`src/rtl/maxpool2d_1.sv`:
```
// 2x2 stride-2 max pooling over a row-major KERNAL_NUM-channel pixel stream.
// Latency: out_valid asserts one cycle after the 4th pixel of a window is accepted.
// Backpressure: none; every in_valid beat is accepted, and gaps between beats are harmless.
//
// Ports: clk, rst_n (async, active-low); frame_start resets position to (0,0);
//        in_valid/in_data carry input pixels; out_valid/out_data carry pooled pixels;
//        frame_done pulses after the last pixel of a frame; busy spans a frame in flight.
// Build option: define MAXPOOL_AVG_MODE_EN to replace max with floor-average pooling.
module maxpool2d_1 #(
    parameter int DATA_WIDTH = 16,
    parameter int KERNAL_NUM = 6,
    parameter int IN_WIDTH   = 31,
    parameter int IN_HEIGHT  = 31
) (
    input  logic                             clk,
    input  logic                             rst_n,
    input  logic                             frame_start,
    input  logic                             in_valid,
    input  logic [DATA_WIDTH*KERNAL_NUM-1:0] in_data,
    output logic                             out_valid,
    output logic [DATA_WIDTH*KERNAL_NUM-1:0] out_data,
    output logic                             frame_done,
    output logic                             busy
);
    localparam int OUT_WIDTH  = IN_WIDTH / 2;
    localparam int OUT_HEIGHT = IN_HEIGHT / 2;
    localparam int DW  = DATA_WIDTH;
    localparam int CW  = (IN_WIDTH > 1) ? $clog2(IN_WIDTH) : 1;
    localparam int RW  = (IN_HEIGHT > 1) ? $clog2(IN_HEIGHT) : 1;
    localparam int IW  = (OUT_WIDTH > 1) ? $clog2(OUT_WIDTH) : 1;
`ifdef MAXPOOL_AVG_MODE_EN
    localparam int LBW = DW + 1;    // line buffer keeps the un-truncated 2-sample sum
`else
    localparam int LBW = DW;
`endif

    localparam bit W_ODD = (IN_WIDTH != 2 * OUT_WIDTH);
    localparam bit H_ODD = (IN_HEIGHT != 2 * OUT_HEIGHT);
    localparam logic [CW-1:0] COL_LAST = CW'(IN_WIDTH - 1);
    localparam logic [CW-1:0] EDGE_COL = CW'(2 * OUT_WIDTH);       // unpaired last column
    localparam logic [RW-1:0] ROW_LAST = RW'(IN_HEIGHT - 1);
    localparam logic [RW-1:0] PRE_DROP = RW'(2 * OUT_HEIGHT - 1);  // row before the unpaired last row

    typedef enum logic [1:0] {IDLE, ROW_EVEN, ROW_ODD, ROW_DROP} state_t;
    localparam state_t FIRST_KIND = (IN_HEIGHT == 1) ? ROW_DROP : ROW_EVEN;

    state_t                       state, cur_state, kind, next_kind;
    logic [CW-1:0]                col_cnt, cur_col;
    logic [RW-1:0]                row_cnt, cur_row;
    logic                         col_last, row_last, edge_col, lb_we;
    logic [IW-1:0]                lb_idx;
    logic [KERNAL_NUM*DW-1:0]     hold, result;
    logic [KERNAL_NUM*LBW-1:0]    pair, lb_rd;
    logic [KERNAL_NUM*LBW-1:0]    linebuf [OUT_WIDTH];

    // Horizontal pair of one channel: max, or sign-extended sum in average mode.
    function automatic logic [LBW-1:0] pair_f(input logic [DW-1:0] a, input logic [DW-1:0] b);
`ifdef MAXPOOL_AVG_MODE_EN
        return {a[DW-1], a} + {b[DW-1], b};
`else
        return ($signed(a) > $signed(b)) ? a : b;
`endif
    endfunction

    // Combine the stored upper pair with the lower pair of one channel.
    function automatic logic [DW-1:0] pool_f(input logic [LBW-1:0] l, input logic [DW-1:0] a,
                                             input logic [DW-1:0] b);
`ifdef MAXPOOL_AVG_MODE_EN
        logic [DW+1:0] s;
        s = {l[DW], l} + {{2{a[DW-1]}}, a} + {{2{b[DW-1]}}, b};
        return s[DW+1:2];   // arithmetic >>2 (floor) then truncate
`else
        logic [DW-1:0] p;
        p = pair_f(a, b);
        return ($signed(l) > $signed(p)) ? l : p;
`endif
    endfunction

    // frame_start acts on the same beat: a coincident pixel is taken as (0,0).
    always_comb begin
        cur_state = frame_start ? IDLE : state;
        cur_col   = frame_start ? '0 : col_cnt;
        cur_row   = frame_start ? '0 : row_cnt;
        kind      = (cur_state == IDLE) ? FIRST_KIND : cur_state;
        col_last  = (cur_col == COL_LAST);
        row_last  = (cur_row == ROW_LAST);
        edge_col  = W_ODD && (cur_col == EDGE_COL);
        if (kind == ROW_ODD)
            next_kind = (H_ODD && (cur_row == PRE_DROP)) ? ROW_DROP : ROW_EVEN;
        else
            next_kind = ROW_ODD;
        lb_idx    = IW'(cur_col >> 1);
        lb_we     = in_valid && (kind == ROW_EVEN) && cur_col[0];
        lb_rd     = linebuf[lb_idx];
    end

    always_comb begin
        pair   = '0;
        result = '0;
        for (int j = 0; j < KERNAL_NUM; j++) begin
            pair[j*LBW +: LBW] = pair_f(hold[j*DW +: DW], in_data[j*DW +: DW]);
            result[j*DW +: DW] = pool_f(lb_rd[j*LBW +: LBW], hold[j*DW +: DW], in_data[j*DW +: DW]);
        end
    end

    // Line buffer contents need no reset: every entry is written before it is read.
    always_ff @(posedge clk) begin
        if (lb_we)
            linebuf[lb_idx] <= pair;
    end

    always_ff @(posedge clk or negedge rst_n) begin
        if (!rst_n) begin
            state      <= IDLE;
            col_cnt    <= '0;
            row_cnt    <= '0;
            hold       <= '0;
            out_valid  <= 1'b0;
            out_data   <= '0;
            frame_done <= 1'b0;
            busy       <= 1'b0;
        end else begin
            out_valid  <= 1'b0;
            frame_done <= 1'b0;
            if (in_valid) begin
                busy <= 1'b1;
                if ((kind == ROW_EVEN || kind == ROW_ODD) && !cur_col[0] && !edge_col)
                    hold <= in_data;
                if (kind == ROW_ODD && cur_col[0]) begin
                    out_valid <= 1'b1;
                    out_data  <= result;
                end
                if (col_last) begin
                    col_cnt <= '0;
                    if (row_last) begin
                        row_cnt    <= '0;
                        state      <= IDLE;
                        busy       <= 1'b0;
                        frame_done <= 1'b1;
                    end else begin
                        row_cnt <= cur_row + RW'(1);
                        state   <= next_kind;
                    end
                end else begin
                    col_cnt <= cur_col + CW'(1);
                    row_cnt <= cur_row;
                    state   <= kind;
                end
            end else if (frame_start) begin
                // Abandon any partial frame without signalling frame_done.
                state   <= IDLE;
                col_cnt <= '0;
                row_cnt <= '0;
                busy    <= 1'b0;
            end
        end
    end
endmodule

```
`config.mk`:
```
export PLATFORM = sky130hd
export DESIGN_NAME = maxpool2d_1
export DESIGN_NICKNAME = d
export VERILOG_FILES = /design/src/rtl/maxpool2d_1.sv
export SDC_FILE = /design/constraint.sdc
export NUM_CORES = 2
export LEC_CHECK = 0
export CAP_MARGIN = 20
export CORE_MARGIN = 2
export CORE_UTILIZATION = 50
export CTS_CLUSTER_DIAMETER = 40
export CTS_CLUSTER_SIZE = 28
export DETAILED_ROUTE_END_ITERATION = 6
export GPL_ROUTABILITY_DRIVEN = 0
export PLACE_DENSITY = 0.67
export SETUP_SLACK_MARGIN = 0.15
export SYNTH_ARGS = -nofsm -noshare
export SYNTH_HDL_FRONTEND = slang
export SYNTH_SLANG_ARGS = --single-unit
```
`constraint.sdc`:
```
create_clock -name clk -period 22.9 [get_ports clk]
set_input_delay 4.58 -clock clk [delete_from_list [all_inputs] [get_ports clk]]
set_output_delay 4.58 -clock clk [all_outputs]
set_load 0.005 [all_outputs]
```
-- Yosys cells after proc, flatten, opt, wreduce, memory -nomap -nowiden
Memories as Yosys holds them, arrays and structs flattened.
Cells that the tools add are included.
Widths: inputs -> output; s select.
- register bits: 207
- memories: 1
- bits in writable memories: 1440
- input port bits: 100
- output and inout bits: 99
- word-level logic and storage cells: 77
- memory list (memory ; words ; bits a word ; read ports ; clocked after Yosys merged registers in ; write ports ; RTL line ; source):
    linebuf ; 15 ; 96 ; 1 ; 0 ; 1 ; 54 ; logic [KERNAL_NUM*LBW-1:0] linebuf [OUT_WIDTH];
- add/sub/neg operators: 2
- reductions and logical operators: 12
- $lt $le $gt $ge: 12
- multiplexer cells: 37
- equality and inequality tests: 5
- operator list (kind ; number):
    $gt 16x16->1 ; 12
    $mux 16 ; 12
    $mux 5 ; 7
    $eq 5x5->1 const B ; 3
    $mux 2 ; 7
    $mux 1 ; 11
    $add 5x1->5 const B ; 2
    $logic_and 1x1->1 ; 5
    $reduce_and 2->1 ; 2
    $eq 2x1->1 const B ; 1
    $eq 2x2->1 const B ; 1
    $logic_not 1->1 ; 2
    $logic_not 2->1 ; 1
    $reduce_bool 2->1 ; 1
    $logic_or 1x1->1 ; 1

-- Longest topological paths before layout
- depth in word-level cells: 8
- mapped depth: 20
- mapped depth without buffers: 17

-- Least setup slack after synthesis
No wires, ideal clock.
- path kind: in2reg
- start: in frame_start
- end: mem linebuf[11][0] in the netlist's numbering (enable)
- path buffers: 4
- arrival time: 12194 ps
- path slack: 10038 ps
- stages on the path: 8
- cell sequence: nor2b_1 -> and2_1 -> buf_6 -> buf_2 -> buf_2 -> buf_2 -> nand2_1 -> nor3_1
- word-level cells in the longest chain between the ends: 8
- elaborated cells on any way between the ends: 9
- those cells by class: eq/ne (1); mux (5); reduce/logical (3)
- ends and longest elaborated chain (element ; RTL line ; source):
    start, declared ; 17 ; input logic frame_start,
    $mux 2 ; n/a ;
    $logic_not 2->1 ; 84 ; kind = (cur_state == IDLE) ? FIRST_KIND : cur_state;
    $mux 2 ; 84 ;
    $eq 2x1->1 ; 93 ; lb_we = in_valid && (kind == ROW_EVEN) && cur_col[0];
    $logic_and 1x1->1 (2 in series) ; 93 ;
    $mux 1 ; 108 ; if (lb_we)
    $mux 1 (implied by the code) ; 109 ; linebuf[lb_idx] <= pair;
    end, declared ; 54 ;
Several ways; a longest one is shown, not always the timed one.

-- Final worst setup path
- start: in frame_start
- end: reg out_data[63]
- word-level cells in the longest chain between the ends: 6
- elaborated cells on any way between the ends: 10
- those cells by class: order compare (1); eq/ne (1); mux (4); reduce/logical (3); memory (1)
- ends and longest elaborated chain (element ; RTL line ; source):
    branches (longest 6 deep; another with $mem_v2 15x96) ; n/a ;
    end signal, assigned ; 131 ; out_data <= result;
    end, declared ; 21 ; output logic [DATA_WIDTH*KERNAL_NUM-1:0] out_data,
Several ways; the timed one is not identified.
A chain may end at the register's enable or synchronous reset.

==> impl_metrics.json <==
{
  "yosysWarnings": 0,
  "power_frac_seq": 0.458,
  "cts_setup_buffers": 0,
  "rows": 135,
  "placed_cells": 6419,
  "core_region_area_mm2": 0.135,
  "synth-edff-count": 1440,
  "cts.htree.levels": 4,
  "io_pins": 199,
  "routedWlPerCell_um": 26.3,
  "power_density_mw_per_mm2": 96.9,
  "syn_area_mm2": 0.0677,
  "grt_usage": 0.257,
  "setup_violations": 0,
  "finClkSkew_ps": 36.8,
  "p_comb_frac": 0.106,
  "cts_buffer_depth": 3,
  "cts-buffers-inserted": 196,
  "die_h_um": 372,
  "worstHoldPathType": "flop to flop",
  "antenna_cells": 0,
  "worst_pin_slew_ps": 1170,
  "clkPwrFrac": 0.436,
  "synth.avg_cell_area_um2": 14.6,
  "dieArea_mm2": 0.138,
  "cp_max_fo": 59,
  "dieWidth_um": 372,
  "crit_type": "input port to flop",
  "drive_gt1_frac": 0.120,
  "fmax_mhz": 100,
  "arrival_ps": 10650,
  "yosysSeqAreaShare": 0.715,
  "num_vias": 42600,
  "required_ps": 23550,
  "dp_hpwl_um": 95700,
  "fin_setup_tns_ps": 0,
  "status": "finished, final reports clean",
  "antenna_found_initial": 2,
  "gr-total-overflow": 0,
  "instances_no_fill": 6802,
  "ctsResizeCount": 0,
  "clockRootBuffer": "clkbuf_16",
  "syn_inst": 4647,
  "firstDrtPassIters": 6,
  "setup.worst_path.start_class": "input port",
  "p_leak_uw": 0.0275,
  "fin_nets": 5143,
  "worstSkewPairLatency_ps": 840,
  "fin_crit_sh": 0.436,
  "synthArstFlopShare": 0.126,
  "synth_seq_cells": 1647,
  "area_delta_synth_final_pct": 16.3,
  "path_clk_slew_ps": 50,
  "cap_violations": 0,
  "cp-end-kind": "flop",
  "start_util": 0.502,
  "grt_pass1_wl_um": 266000,
  "portBuffers": 198,
  "rsz0062_at_grt": "false",
  "totalWireLength_um": 179000,
  "ant_nets": 0,
  "switching_power_uw": 2000,
  "fin_crit_ps": 9990,
  "drtIter0Drc": 4977,
  "p_sw_frac": 0.262,
  "drc": 0,
  "hold_viol": 0,
  "cts_hold_buffers": 0,
  "cts_tree": "done",
  "p_int_uw": 5630,
  "ys.flop_type": "edfxtp_1",
  "fillers": 10200,
  "final_util": 0.583,
  "yosys.cell_types.count": 77,
  "synth_nets": 4944,
  "r2r_setup_slack_ps": 16140,
  "drv_slew": 0,
  "peakVddDrop_mv": 0.0813,
  "relSlewSlack": 0.220,
  "clkSinkCount": 1647,
  "drt-vias-per-instance": 6.26,
  "grt_start_max_net_pins": 166,
  "grt_pass1_vias": 41800
}
## layout make-up
class / count / area (um2) / share of cell area
Clock inverter: 168 / 2220 / 0.0282
Timing Repair Buffer: 296 / 2790 / 0.0354
Clock buffer: 205 / 4970 / 0.0631
Multi-Input combinational cell: 2489 / 17300 / 0.220
Tap cell: 1781 / 2230 / 0.0283
Inverter: 216 / 818 / 0.0104
Sequential cell: 1647 / 48400 / 0.615
## layer usage
layer | global-route usage | part of all wire | up-vias
li1 | - | - | 18900
met1 | 0.365 | 0.42 | 21400
met2 | 0.416 | 0.48 | 2020
met3 | 0.0386 | 0.083 | 272
met4 | 0.0723 | 0.021 | 2
met5 | 0 | 0.000073 | -
## worst paths after layout
kind,startpoint,end,cells past startpoint
max in group asynchronous,rst_n,out_data[73],3
worst max-delay path,frame_start,out_data[63],16
worst max register to register,col_cnt[2],out_data[63],15
worst min register to register,out_data[60],out_data[60],2
worst min-delay path,out_data[60],out_data[60],2
min in group asynchronous,rst_n,out_data[36],1
## placed cells by master (no fill, tap or decap), drive strengths merged, types with 114 or more instances in the layout
cell type,instances
edfxtp,1440
a22oi,554
a21oi,451
inv,281
nand2,259
o21ai,250
dfrtp,207
clkbuf,205
ha,197
clkdlybuf4s50,197
o22ai,114
## power by group through the flow
| stage | clock network (uW) | registers, uW | logic (uW) |
|---|---|---|---|
| 2_1_floorplan | 0 | 3550 | 528 |
| 3_3_place_gp | 0 | 3560 | 766 |
| 3_5_place_dp | 0 | 3560 | 786 |
| 4_1_cts | 3370 | 3500 | 791 |
| 5_1_grt | 3490 | 3500 | 890 |
| 6_report | 3330 | 3490 | 808 |
## sequential cells by signal, indices dropped and copies added (netlist names)
signal and count:
frame_done 1, linebuf 1440, row_cnt 5, col_cnt 5
hold 96, out_valid 1, out_data 96, busy 1
state 2
## stage by stage
stage	hold slack, ps	cell area (um2)	setup slack [ps]	power, uW
6_report	492	78700	12910	7630
2_1_floorplan	452	67700	10040	4080
3_5_place_dp	475	71400	11600	4350
3_3_place_gp	473	71400	11750	4320
4_1_cts	492	78600	12490	7650
5_1_grt	508	78700	12470	7880
## synthesized netlist by cell type (62+ instances only)
master,count,share of area
a21oi_1,451,0.033
a22oi_1,554,0.061
buf_2,107,0.0079
clkbuf_1,146,0.0081
dfrtp_1,207,0.076
edfxtp_1,1440,0.64
ha_1,197,0.036
inv_1,214,0.012
mux2i_1,62,0.0092
nand2_1,259,0.014
o21ai_0,224,0.017
o22ai_1,114,0.011
## critical path, cell delays in order
cell and delay, ps:
clkdlybuf4s50_1 470, buf_16 200, nor3_4 200, buf_4 640, buf_4 780, buf_4 740
a22oi_1 200, a21oi_1 180, or4_1 270, ha_1 280, nand4_1 160, nor3_1 90
a2111oi_0 450, mux2_2 550, nand2_1 500, o221ai_1 210
## cell families (layout without fill, tap and decap cells)
family                   count (synthesis)  after routing  synth area share
multiplexers                            81             81            0.0130
adder cells (fa/ha/maj)                197            197            0.0364
flip-flops                            1647           1647             0.715
XOR/XNOR                                 2              2          0.000259
AO/OA/AOI/OAI                         1622           1622             0.157
buffers and inverters                  511            885            0.0322
AND/OR/NAND/NOR                        587            587            0.0462
No activity file was read; power rests on OpenSTA's default activity.
